==> src/rtl/video_timing_gen_if.sv <==
// Raster timing bundle between the timing generator (master) and the pixel/TMDS
// consumers (slave); en is the consumer's run request back to the generator.
interface video_timing_gen_if #(
    parameter int CW = 10
);
    logic          en;
    logic          running;
    logic [CW-1:0] x;
    logic [CW-1:0] y;
    logic          de;
    logic          hsync;
    logic          vsync;
    logic          line_start;
    logic          frame_start;

    modport master (
        input  en,
        output running, x, y, de, hsync, vsync, line_start, frame_start
    );

    modport slave (
        output en,
        input  running, x, y, de, hsync, vsync, line_start, frame_start
    );
endinterface

==> src/rtl/video_timing_gen.sv <==
// Parameterised raster timing generator feeding the TMDS encoders: counters plus a
// run/stop FSM that only ever stops on a frame boundary, with all outputs registered.
module video_timing_gen #(
    parameter int H_ACTIVE = 640,
    parameter int H_FP     = 16,
    parameter int H_SYNC   = 96,
    parameter int H_BP     = 48,
    parameter int V_ACTIVE = 480,
    parameter int V_FP     = 10,
    parameter int V_SYNC   = 2,
    parameter int V_BP     = 33,
    parameter bit HS_POL   = 1'b1,
    parameter bit VS_POL   = 1'b1,
    parameter int CW       = 10
) (
    input  logic               clk,
    input  logic               rst_n,
    video_timing_gen_if.master vt
);

    localparam int H_TOTAL = H_ACTIVE + H_FP + H_SYNC + H_BP;
    localparam int V_TOTAL = V_ACTIVE + V_FP + V_SYNC + V_BP;

    localparam logic [CW-1:0] H_LAST = CW'(H_TOTAL - 1);
    localparam logic [CW-1:0] V_LAST = CW'(V_TOTAL - 1);

    // Region bounds carry one extra bit so a window ending exactly at 2^CW stays representable.
    localparam logic [CW:0] H_DE_END   = (CW + 1)'(H_ACTIVE);
    localparam logic [CW:0] HS_START   = (CW + 1)'(H_ACTIVE + H_FP);
    localparam logic [CW:0] HS_END     = (CW + 1)'(H_ACTIVE + H_FP + H_SYNC);
    localparam logic [CW:0] V_DE_END   = (CW + 1)'(V_ACTIVE);
    localparam logic [CW:0] VS_START   = (CW + 1)'(V_ACTIVE + V_FP);
    localparam logic [CW:0] VS_END     = (CW + 1)'(V_ACTIVE + V_FP + V_SYNC);

    typedef enum logic [1:0] {
        IDLE,
        RUN,
        STOPPING
    } state_t;

    state_t        state;
    logic [CW-1:0] cx;
    logic [CW-1:0] cy;

    logic          h_end;
    logic          v_end;
    logic          de_next;
    logic          hsync_next;
    logic          vsync_next;

    assign h_end = (cx == H_LAST);
    assign v_end = (cy == V_LAST);

    always_comb begin
        de_next    = ({1'b0, cx} < H_DE_END) && ({1'b0, cy} < V_DE_END);
        hsync_next = (({1'b0, cx} >= HS_START) && ({1'b0, cx} < HS_END)) ? HS_POL : ~HS_POL;
        vsync_next = (({1'b0, cy} >= VS_START) && ({1'b0, cy} < VS_END)) ? VS_POL : ~VS_POL;
    end

    // Outputs decode the pre-edge (cx, cy, state); running follows the FSM on the same edge.
    always_ff @(posedge clk or negedge rst_n) begin
        if (!rst_n) begin
            state          <= IDLE;
            cx             <= '0;
            cy             <= '0;
            vt.running     <= 1'b0;
            vt.x           <= '0;
            vt.y           <= '0;
            vt.de          <= 1'b0;
            vt.hsync       <= ~HS_POL;
            vt.vsync       <= ~VS_POL;
            vt.line_start  <= 1'b0;
            vt.frame_start <= 1'b0;
        end else begin
            unique case (state)
                IDLE: begin
                    cx             <= '0;
                    cy             <= '0;
                    vt.x           <= '0;
                    vt.y           <= '0;
                    vt.de          <= 1'b0;
                    vt.hsync       <= ~HS_POL;
                    vt.vsync       <= ~VS_POL;
                    vt.line_start  <= 1'b0;
                    vt.frame_start <= 1'b0;
                    if (vt.en) begin
                        state      <= RUN;
                        vt.running <= 1'b1;
                    end else begin
                        vt.running <= 1'b0;
                    end
                end

                RUN, STOPPING: begin
                    vt.x           <= cx;
                    vt.y           <= cy;
                    vt.de          <= de_next;
                    vt.hsync       <= hsync_next;
                    vt.vsync       <= vsync_next;
                    vt.line_start  <= (cx == '0);
                    vt.frame_start <= (cx == '0) && (cy == '0);

                    cx <= h_end ? '0 : cx + CW'(1);
                    if (h_end) begin
                        cy <= v_end ? '0 : cy + CW'(1);
                    end

                    // A renewed run request wins over the end-of-frame stop.
                    if (vt.en) begin
                        state      <= RUN;
                        vt.running <= 1'b1;
                    end else if ((state == STOPPING) && h_end && v_end) begin
                        state      <= IDLE;
                        vt.running <= 1'b0;
                    end else begin
                        state      <= STOPPING;
                        vt.running <= 1'b1;
                    end
                end

                default: begin
                    state      <= IDLE;
                    vt.running <= 1'b0;
                end
            endcase
        end
    end

endmodule

==> src/flat_wrapper.sv <==
// flat-port wrapper written by rule: the top's interface ports become plain ports
module video_timing_gen_flat 
#(
    parameter int H_ACTIVE = 640,
    parameter int H_FP     = 16,
    parameter int H_SYNC   = 96,
    parameter int H_BP     = 48,
    parameter int V_ACTIVE = 480,
    parameter int V_FP     = 10,
    parameter int V_SYNC   = 2,
    parameter int V_BP     = 33,
    parameter bit HS_POL   = 1'b1,
    parameter bit VS_POL   = 1'b1,
    parameter int CW       = 10
)
  (clk, rst_n, vt_en, vt_running, vt_x, vt_y, vt_de, vt_hsync, vt_vsync, vt_line_start, vt_frame_start);
  video_timing_gen_if #(.CW(CW)) vt_i ();
  input  logic clk;
  input  logic rst_n;
  input wire logic [$bits(vt_i.en)-1:0] vt_en;
  output wire logic [$bits(vt_i.running)-1:0] vt_running;
  output wire logic [$bits(vt_i.x)-1:0] vt_x;
  output wire logic [$bits(vt_i.y)-1:0] vt_y;
  output wire logic [$bits(vt_i.de)-1:0] vt_de;
  output wire logic [$bits(vt_i.hsync)-1:0] vt_hsync;
  output wire logic [$bits(vt_i.vsync)-1:0] vt_vsync;
  output wire logic [$bits(vt_i.line_start)-1:0] vt_line_start;
  output wire logic [$bits(vt_i.frame_start)-1:0] vt_frame_start;
  assign vt_i.en = vt_en;
  assign vt_running = vt_i.running;
  assign vt_x = vt_i.x;
  assign vt_y = vt_i.y;
  assign vt_de = vt_i.de;
  assign vt_hsync = vt_i.hsync;
  assign vt_vsync = vt_i.vsync;
  assign vt_line_start = vt_i.line_start;
  assign vt_frame_start = vt_i.frame_start;
  video_timing_gen #(.H_ACTIVE(H_ACTIVE), .H_FP(H_FP), .H_SYNC(H_SYNC), .H_BP(H_BP), .V_ACTIVE(V_ACTIVE), .V_FP(V_FP), .V_SYNC(V_SYNC), .V_BP(V_BP), .HS_POL(HS_POL), .VS_POL(VS_POL), .CW(CW)) u_core (.clk(clk), .rst_n(rst_n), .vt(vt_i));
endmodule
==> config.mk <==
export PLATFORM = sky130hd
export DESIGN_NAME = video_timing_gen_flat
export DESIGN_NICKNAME = d
export VERILOG_FILES = /design/src/rtl/video_timing_gen_if.sv /design/src/rtl/video_timing_gen.sv /design/src/flat_wrapper.sv
export SDC_FILE = /design/constraint.sdc
export NUM_CORES = 1
export LEC_CHECK = 0
export ABC_CLOCK_PERIOD_IN_PS = 2700
export BUFFER_PORTS_ARGS = -buffer_cell sky130_fd_sc_hd__buf_2
export CAP_MARGIN = 20
export CORE_UTILIZATION = 55
export DETAILED_ROUTE_END_ITERATION = 8
export GPL_ROUTABILITY_DRIVEN = 0
export PLACE_DENSITY = 0.76
export SLEW_MARGIN = 0
export SYNTH_ARGS = -nofsm -noshare
export SYNTH_HDL_FRONTEND = slang
export SYNTH_SLANG_ARGS = --single-unit
==> constraint.sdc <==
create_clock -name clk -period 2.7 [get_ports clk]
set_clock_uncertainty 0.15 [all_clocks]
set_input_delay 0.405 -clock clk [delete_from_list [all_inputs] [get_ports clk]]
set_output_delay 0.405 -clock clk [all_outputs]
set_load 0.01 [all_outputs]
==> results of run 1 <==
-- registers in the layout, indices dropped and copies added (netlist names) --
signal	count
u_core.cx	10
u_core.cy	10
u_core.state	2
u_core.vt.de	1
u_core.vt.frame_start	1
u_core.vt.hsync	1
u_core.vt.line_start	1
u_core.vt.running	1
u_core.vt.vsync	1
u_core.vt.x	10
u_core.vt.y	10
-- final cells by class --
cell class / instances / area (sq um)
tap: 50 / 62.6
sequential: 48 / 1200
clock buffer: 5 / 68.8
fill: 351 / 1410
timing repair buffer: 32 / 173
inverter: 11 / 41.3
clock inverter: 2 / 60.1
multi-input combinational: 171 / 1040
-- repair_timing --
action / in CTS / in global routing
hold buffers: 1 / 0
setup endpoints to repair: 0 / 0
hold endpoints to repair: 20 / 0
-- worst max path at each step --
stage	start	endpoint	slack, ps
3_5_place_dp	u_core.state[1]	u_core.cy[9]	460
4_1_cts	u_core.state[0]	u_core.cy[9]	400
6_report	u_core.state[0]	u_core.cy[9]	420
2_1_floorplan	u_core.state[1]	u_core.cy[7]	860
5_1_grt	u_core.state[0]	u_core.cy[9]	250
3_3_place_gp	u_core.state[1]	u_core.cy[7]	550
-- synth_stat cells, types with 6 or more instances --
cell	n	area share, %
dfrtp_1	48	51
nand2_1	37	5.9
o21ai_0	22	4.7
nor2_1	17	2.7
nand3_1	13	2.8
a22o_1	12	4.5
inv_1	11	1.8
clkbuf_1	9	1.4
ha_1	7	3.7
nor3_1	7	1.5
a31oi_1	6	1.6
nand4_1	6	1.6
nand4b_1	6	2.2
-- cell usage in the layout (no fill, tap or decap), types with 5 or more instances in the layout --
master	Yosys	routed
buf_2	4	28
nand4b_1	6	6
o21ai_0	22	22
nand3_1	13	13
a22o_1	12	12
nand4_1	6	6
clkbuf_8	0	5
a31oi_1	6	6
dfrtp_1	48	48
ha_1	7	7
nand2_1	37	37
inv_1	11	11
nor3_1	7	7
nor2_1	17	17
-- cell families (layout without fill, tap and decap cells) --
family                   after synthesis  in the layout
adder cells (fa/ha/maj)                7              7
flip-flops                            48             48
AO/OA/AOI/OAI                         51             51
XOR/XNOR                               7              7
buffers and inverters                 26             50
AND/OR/NAND/NOR                      106            106
-- layer usage --
| metal | vias up | share of wire (%) |
|---|---|---|
| met3 | 7 | 5.1 |
| li1 | 921 | - |
| met2 | 66 | 44 |
| met4 | 0 | 1.5 |
| met5 | - | 0 |
| met1 | 869 | 50 |
-- where the power goes --
part	total [uW]	internal (uW)	switching [uW]
combinational	718	223	495
clock	596	364	232
sequential	843	791	52.5
-- metrics by stage --
step | total power [uW] | utilization (%) | cells | instance area (sq um)
after floorplan | 1380 | - | 245 | 2350
after global placement | 1570 | 61.8 | 311 | 2510
after detailed placement | 1580 | 61.8 | 311 | 2510
after CTS | 2180 | 65.2 | 319 | 2650
after global routing | 2310 | 65.2 | 319 | 2650
final | 2160 | 65.2 | 319 | 2650
==> impl_metrics.yaml, run 1 <==
global_route:
  grtUsageMet3_pct: 3.55
  met2_usage_pct: 34.6
  gr-total-overflow: 0
  grt_pass1_vias: 1673
  grt_max_degree: 29
  antenna_found_initial: 0
  grt-busiest-layer: "met1"
  grt_usage_pct: 24.2
  met1_usage_pct: 36.4
  grt_first_pass_wirelength_mm: 8.17
synth:
  syn_area_sq_um: 2350
  synth_edf_count: 0
  synthDistinctLibCells: 38
  synth_area_per_cell_sq_um: 9.60
  syn_inst: 245
  synthMuxAreaShare_pct: 0
  synthSimpleGateAreaFrac_pct: 23.7
  ys_seq_elements: 48
  synth_compound_area_share_pct: 14.2
  synthAdderAreaFrac_pct: 3.73
  synth_flop_cell: "dfrtp_1"
  yosysWarningCount: 0
  synth_nets: 255
  synthXorXnorAreaFrac_pct: 2.61
  synth_top_family_by_area: "simple AND/OR/NAND/NOR gates"
  synthArstFlopShare_pct: 100
  seq_area_frac_synth_pct: 51.1
floorplan:
  die_height_um: 67.4
  num_rows: 23
  ioPinCount: 29
  die_w_um: 67.4
  dieArea_sq_um: 4540
  core_sq_um: 4060
  start_util_pct: 57.9
cts:
  cts_max_level: 2
  cts_tree: "done"
  cts.clk_slew.worst_paths_ps: 90
  cts_resized: 0
  post-cts-setup-buffers: 0
  clk_latency_ps: 300
  cts.sinks: 48
  clockRootBuffer: "clkbuf_8"
  cts_max_path_buffers: 2
  cts_buffers: 5
pwr:
  power_leakage_uw: 0.00122
  ir_drop_mv: 0.666
  cellPowerDensity_nw_per_um2: 815
sta:
  max_freq_mhz: 439
  setup_tns_ps: 0
  layout_min_cycle_time_ps: 2280
  hold_violations: 0
  post-route-worst-setup-slack_ps: 425
  setup_violations: 0
  maxSlewHeadroom_pct: 37.5
  fin_crit_sh_pct: 84.3
  holdWs_ps: 165
  rsz0062_at_grt: "false"
  tightest_slew_ps: 935
  slew_viol_final: 0
route:
  wirelength_mm: 4.90
  drt-wirelength-per-cell_um: 15.3
  drtIter0Drc: 155
  drc: 0
  avgViaCountPerCell: 5.84
  num_vias: 1863
  ant_nets: 0
  first_pass_iters: 4
worst_setup_path:
  critPathKind: "flip-flop to flip-flop"
  reg2reg_to: "u_core.cy[9]"
  cpLargestDelayFamily: "simple AND/OR/NAND/NOR gates"
  worst_setup_path_start_kind: "flip-flop"
  critPathBufInv: 1
  critical_path_depth: 6
  r2r-start: "u_core.state[0]"
  required_ps: 2740
  worst_ep_arrival_time_ps: 2320
  cp_slowest_cell: "ha_1"
  worstPathCellList: "inv_1 > ha_1 > nand4b_1 > nor3_4 > nand2_1 > o311ai_1"
  r2r_setup_slack_ps: 420
  end_kind: "flip-flop"
  path_max_fanout: 13
  r2r_cells: 6
  critPathMaxStageDelay_ps: 410
place:
  portBuffers: 28
  hpwlAfterDp_mm: 3.47
  place_ws_ps: 460
flow_run:
  maxCapViolCount: 0
worst_hold_path:
  holdCritPathClass: "primary input to flip-flop"
  min_to: "u_core.state[1]"
  holdPathStages: 2
  min-delay-start: "vt_en"
layout:
  antenna_cells: 0
  syn2layout_area_growth_pct: 12.6
  layout.nets: 279
  layout-drive-gt1-share_pct: 15.6
status:
  status: "completed"
No activity file was read; power rests on OpenSTA's default activity.
==> inputs of run 2 (changes only) <==
--- a/config.mk
+++ b/config.mk
@@ -5,13 +5,13 @@
 export SDC_FILE = /design/constraint.sdc
 export NUM_CORES = 1
 export LEC_CHECK = 0
-export ABC_CLOCK_PERIOD_IN_PS = 2700
+export ABC_CLOCK_PERIOD_IN_PS = 2000
 export BUFFER_PORTS_ARGS = -buffer_cell sky130_fd_sc_hd__buf_2
 export CAP_MARGIN = 20
-export CORE_UTILIZATION = 55
+export CORE_UTILIZATION = 52
 export DETAILED_ROUTE_END_ITERATION = 8
 export GPL_ROUTABILITY_DRIVEN = 0
-export PLACE_DENSITY = 0.76
+export PLACE_DENSITY = 0.75
 export SLEW_MARGIN = 0
 export SYNTH_ARGS = -nofsm -noshare
 export SYNTH_HDL_FRONTEND = slang
==> constraint.sdc (replaced) <==
create_clock -name clk -period 2 [get_ports clk]
set_clock_uncertainty 0.15 [all_clocks]
set_input_delay 0.3 -clock clk [delete_from_list [all_inputs] [get_ports clk]]
set_output_delay 0.3 -clock clk [all_outputs]
set_load 0.01 [all_outputs]
==> impl_metrics.yaml, run 2 (synthesis results as in run 1) <==
layout:
  layout.nets: 300
  final_util_pct: 65.1
  layout.cells.most_common_list: "dfrtp_1 (48), nand2_1 (36), buf_2 (28)"
  antenna_cells: 0
  fillCellCount: 349
  syn2layout_area_growth_pct: 20.5
  layout_commonest_cell: "dfrtp_1"
  layout-drive-gt1-share_pct: 24.7
sta:
  rsz0062_at_grt: "true"
  slew_viol_final: 0
  layout_min_cycle_time_ps: 1980
  maxSlewHeadroom_pct: 61.1
  max_freq_mhz: 504
  fin_crit_sh_pct: 99.2
  hold_violations: 0
  setup_tns_ps: 0
  setup_violations: 0
  post-route-worst-setup-slack_ps: 16.9
  tightest_slew_ps: 583
route:
  drt-wirelength-per-cell_um: 15.7
  num_vias: 1986
  wirelength_mm: 5.37
  avgViaCountPerCell: 5.79
  first_pass_iters: 5
  ant_nets: 0
  drtIter0Drc: 189
  drc: 0
global_route:
  grt_first_pass_wirelength_mm: 8.87
  grt_max_degree: 27
  grt_pass1_vias: 1829
  antenna_found_initial: 0
  gr-total-overflow: 0
  grt_usage_pct: 23.3
worst_setup_path:
  r2r-start: "u_core.state[1]"
  critPathKind: "flip-flop to flip-flop"
  worst_setup_path_start_kind: "flip-flop"
  end_kind: "flip-flop"
  cp-startpoint: "u_core.state[1]"
  reg2reg_to: "u_core.cy[7]"
  required_ps: 2080
  r2r_setup_slack_ps: 20
  path_max_fanout: 5
  worst_ep_arrival_time_ps: 2060
  r2r_cells: 6
pwr:
  cellPowerDensity_nw_per_um2: 1060
  ir_drop_mv: 0.741
  power_uw: 3010
  clkPwrFrac_pct: 20.5
  switchingPower_uw: 1170
  pwr-share-comb_pct: 41.8
  seqPwrFrac_pct: 37.7
  power.internal_uw: 1830
  p_sw_share_pct: 39.0
  power_leakage_uw: 0.00133
cts:
  clk_latency_ps: 310
  cts.clk_slew.worst_paths_ps: 90
  cts.sinks: 48
  cts_buffers: 5
  cts_max_level: 2
  clockRootBuffer: "clkbuf_8"
  cts_tree: "done"
  cts_max_path_buffers: 2
place:
  portBuffers: 28
  place_ws_ps: -48.6
  hpwlAfterDp_mm: 3.68
floorplan:
  die_height_um: 69.2
  core_sq_um: 4350
  num_rows: 24
  ioPinCount: 29
  dieArea_sq_um: 4790
  start_util_pct: 54.0
  die_w_um: 69.2
worst_hold_path:
  holdCritPathClass: "primary input to flip-flop"
  min_to: "u_core.state[1]"
  holdPathStages: 2
  min-delay-start: "vt_en"
status:
  status: "completed"
flow_run:
  maxCapViolCount: 0
## run 2: power groups by stage
stage | clock network, uW | registers [uW] | logic [uW]
global route | 657 | 1150 | 1400
CTS | 621 | 1130 | 1120
detailed placement | 0 | 1150 | 1100
floorplan | 0 | 1160 | 694
global placement | 0 | 1150 | 1090
finish | 617 | 1130 | 1260
## run 2: routing by layer
layer  vias up  track usage, %  share of wire (%)  routed length [um]
met5         -               0                  0                   0
met4         0            7.48                1.7                  89
met3        10            6.98                5.4                 291
met2        63            33.5                 46                2470
met1       953            33.7                 47                2520
li1        960               -                  -                   -
## run 2: how the worst max path moves through the flow
stage	endpoint	slack [ps]	cells after the start
2_1_floorplan	u_core.cy[7]	160	6
3_3_place_gp	u_core.cx[3]	3	6
3_5_place_dp	u_core.cx[3]	-50	6
4_1_cts	u_core.cx[7]	20	5
5_1_grt	u_core.cy[7]	-80	6
6_report	u_core.cy[7]	20	6
## run 2: area by class of cell
cell class | count | area, sq um | area share, %
inverter | 11 | 41.3 | 1.46
clock buffer | 6 | 82.6 | 2.92
multi-input combinational | 171 | 1080 | 38.2
sequential | 48 | 1200 | 42.4
tap | 52 | 65.1 | 2.30
timing repair buffer | 53 | 347 | 12.2
clock inverter | 2 | 15.0 | 0.530
## run 2: critical path: stages (launching register included)
cell	delay, ps
dfrtp_1	410
inv_2	60
ha_4	280
nand4b_1	180
nor3_4	320
or3b_1	370
a31oi_1	130
## run 2: what timing repair did
action / in CTS / in global routing
setup endpoints to repair: 13 / 12
hold endpoints to repair: 22 / 0
resized for setup: 1 / 9
buffers inserted: 0 / 3
hold buffers: 1 / 0
pin swaps: 0 / 5
## run 2: through the flow
stage / instance area [sq um] / cells / hold slack [ps]
final: 2830 / 343 / 53.2
after global routing: 2830 / 343 / 47.5
after CTS: 2770 / 340 / 46.4
after detailed placement: 2660 / 331 / 163
after global placement: 2660 / 331 / 154
after floorplan: 2350 / 245 / -146
==> inputs of run 3 (changes only) <==
--- a/config.mk
+++ b/config.mk
@@ -5,13 +5,14 @@
 export SDC_FILE = /design/constraint.sdc
 export NUM_CORES = 1
 export LEC_CHECK = 0
-export ABC_CLOCK_PERIOD_IN_PS = 2000
+export ABC_CLOCK_PERIOD_IN_PS = 2200
 export BUFFER_PORTS_ARGS = -buffer_cell sky130_fd_sc_hd__buf_2
 export CAP_MARGIN = 20
-export CORE_UTILIZATION = 52
+export CORE_UTILIZATION = 55
 export DETAILED_ROUTE_END_ITERATION = 8
 export GPL_ROUTABILITY_DRIVEN = 0
-export PLACE_DENSITY = 0.75
+export HOLD_SLACK_MARGIN = 0.12
+export PLACE_DENSITY = 0.76
 export SLEW_MARGIN = 0
 export SYNTH_ARGS = -nofsm -noshare
 export SYNTH_HDL_FRONTEND = slang
==> constraint.sdc (replaced) <==
create_clock -name clk -period 2.2 [get_ports clk]
set_clock_uncertainty 0.15 [all_clocks]
set_input_delay 0.33 -clock clk [delete_from_list [all_inputs] [get_ports clk]]
set_output_delay 0.33 -clock clk [all_outputs]
set_load 0.01 [all_outputs]
==> impl_metrics.yaml, run 3 (synthesis results as in run 1) <==
status:
  status: "completed"
worst_setup_path:
  reg2reg_to: "u_core.cx[5]"
  r2r-start: "u_core.cx[1]"
  cp-startpoint: "u_core.cx[1]"
  worstPathCellList: "ha_1 > nand4_1 > o41a_1 > nor2_2 > nor2_1"
  critPathMaxStageDelay_ps: 560
  critical_path_depth: 5
  r2r_setup_slack_ps: 120
  required_ps: 2240
  critPathBufInv: 0
  cp_slowest_cell: "o41a_1"
  r2r_cells: 5
  worst_setup_path_start_kind: "flip-flop"
  path_max_fanout: 6
  end_kind: "flip-flop"
  worst_ep_arrival_time_ps: 2120
  cpLargestDelayFamily: "compound AO/OA/AOI/OAI gates"
  critPathKind: "flip-flop to flip-flop"
  crit_end: "u_core.cx[5]"
sta:
  hold_violations: 0
  tightest_slew_ps: 604
  setup_tns_ps: 0
  slew_viol_final: 0
  fin_crit_sh_pct: 94.6
  setup_violations: 0
  max_freq_mhz: 480
  rsz0062_at_grt: "false"
  layout_min_cycle_time_ps: 2080
  maxSlewHeadroom_pct: 59.7
place:
  place_area_sq_um: 2590
  hpwlAfterDp_mm: 3.72
  portBuffers: 28
cts:
  clockRootBuffer: "clkbuf_8"
  cts.sinks: 48
  cts_max_path_buffers: 2
  cts.clk_slew.worst_paths_ps: 90
  cts_buffers: 5
  cts_max_level: 2
  clk_latency_ps: 300
  cts_tree: "done"
global_route:
  grt_usage_pct: 26.8
  grt_first_pass_wirelength_mm: 8.89
  grt_max_degree: 26
  grt_pass1_vias: 1864
  gr-total-overflow: 0
  antenna_found_initial: 0
route:
  drtIter0Drc: 156
  wirelength_mm: 5.23
  avgViaCountPerCell: 5.86
  drt-wirelength-per-cell_um: 15.9
  drc: 0
  first_pass_iters: 4
  num_vias: 1928
  ant_nets: 0
layout:
  multi_input_area_sq_um: 1050
  finalInstanceArea_sq_um: 2750
  layout-drive-gt1-share_pct: 19.0
  layout.cells.most_common_list: "dfrtp_1 (48), nand2_1 (37), buf_2 (28)"
  layout_commonest_cell: "dfrtp_1"
  syn2layout_area_growth_pct: 16.8
  regArea_sq_um: 1200
  fillCellCount: 315
  layout.nets: 289
  antenna_cells: 0
pwr:
  power_leakage_uw: 0.00128
  ir_drop_mv: 0.617
  power_uw: 2740
  cellPowerDensity_nw_per_um2: 996
floorplan:
  ioPinCount: 29
  start_util_pct: 57.9
  die_w_um: 67.4
  core_sq_um: 4060
  die_height_um: 67.4
  num_rows: 23
  dieArea_sq_um: 4540
worst_hold_path:
  holdCritPathClass: "flip-flop to flip-flop"
  holdPathStages: 2
flow_run:
  maxCapViolCount: 0
## run 3: changes by cell type in the layout (fill, tap and decap cells not counted), sizes merged
cell / before / now
dlygate4sd3: 1 / 2
clkbuf: 6 / 5
buf: 52 / 40
clkinvlp: 2 / 0
bufinv: 0 / 2
## run 3: worst reg2reg max path, cell delays in order (launching register included)
cell and delay (ps):
dfrtp_1 430, ha_1 270, nand4_1 250, o41a_1 560
nor2_2 220, nor2_1 90
## run 3: what timing repair did
action	in CTS	in global routing
buffers inserted	0	0
pin swaps	0	0
gates resized for setup	1	1
hold endpoints to repair	24	0
endpoints found under the setup margin	2	4
hold buffers	2	0
## run 3: worst min path at each step
stage / start / end / slack, ps
after floorplan: rst_n / u_core.cx[0] / -120
after global placement: rst_n / u_core.vt.hsync / 190
after detailed placement: rst_n / u_core.vt.x[3] / 200
after CTS: u_core.vt.x[0] / u_core.vt.x[0] / 340
after global routing: u_core.vt.vsync / u_core.vt.vsync / 370
final: u_core.vt.x[0] / u_core.vt.x[0] / 330
## run 3: layer usage
| metal | wire length (um) | global-route usage, % | vias up |
|---|---|---|---|
| met5 | 0 | 0 | - |
| met4 | 71 | 11.7 | 0 |
| met3 | 292 | 4.05 | 7 |
| met2 | 2270 | 40.5 | 70 |
| met1 | 2590 | 37.8 | 918 |
| li1 | - | - | 933 |
## run 3: where the power goes
part           switching (uW)  internal (uW)  leakage (uW)
combinational             648            321      0.000556
sequential               56.3            971      0.000659
clock                     292            447     0.0000642
## run 3: layout make-up
type	instances	area share, %
Clock inverter	2	2.19
Timing Repair Buffer	42	9.57
Inverter	11	1.50
Clock buffer	5	2.51
Sequential cell	48	43.8
Tap cell	50	2.28
Multi-Input combinational cell	171	38.2
## run 3: metrics by stage
step	setup WS [ps]	cells	hold slack [ps]	utilization (%)
after floorplan	361	245	-116	-
after global placement	14.1	320	192	63.8
after detailed placement	15.9	320	201	63.8
after CTS	12.5	329	339	67.5
after global routing	20.4	329	374	67.7
final	118	329	333	67.7
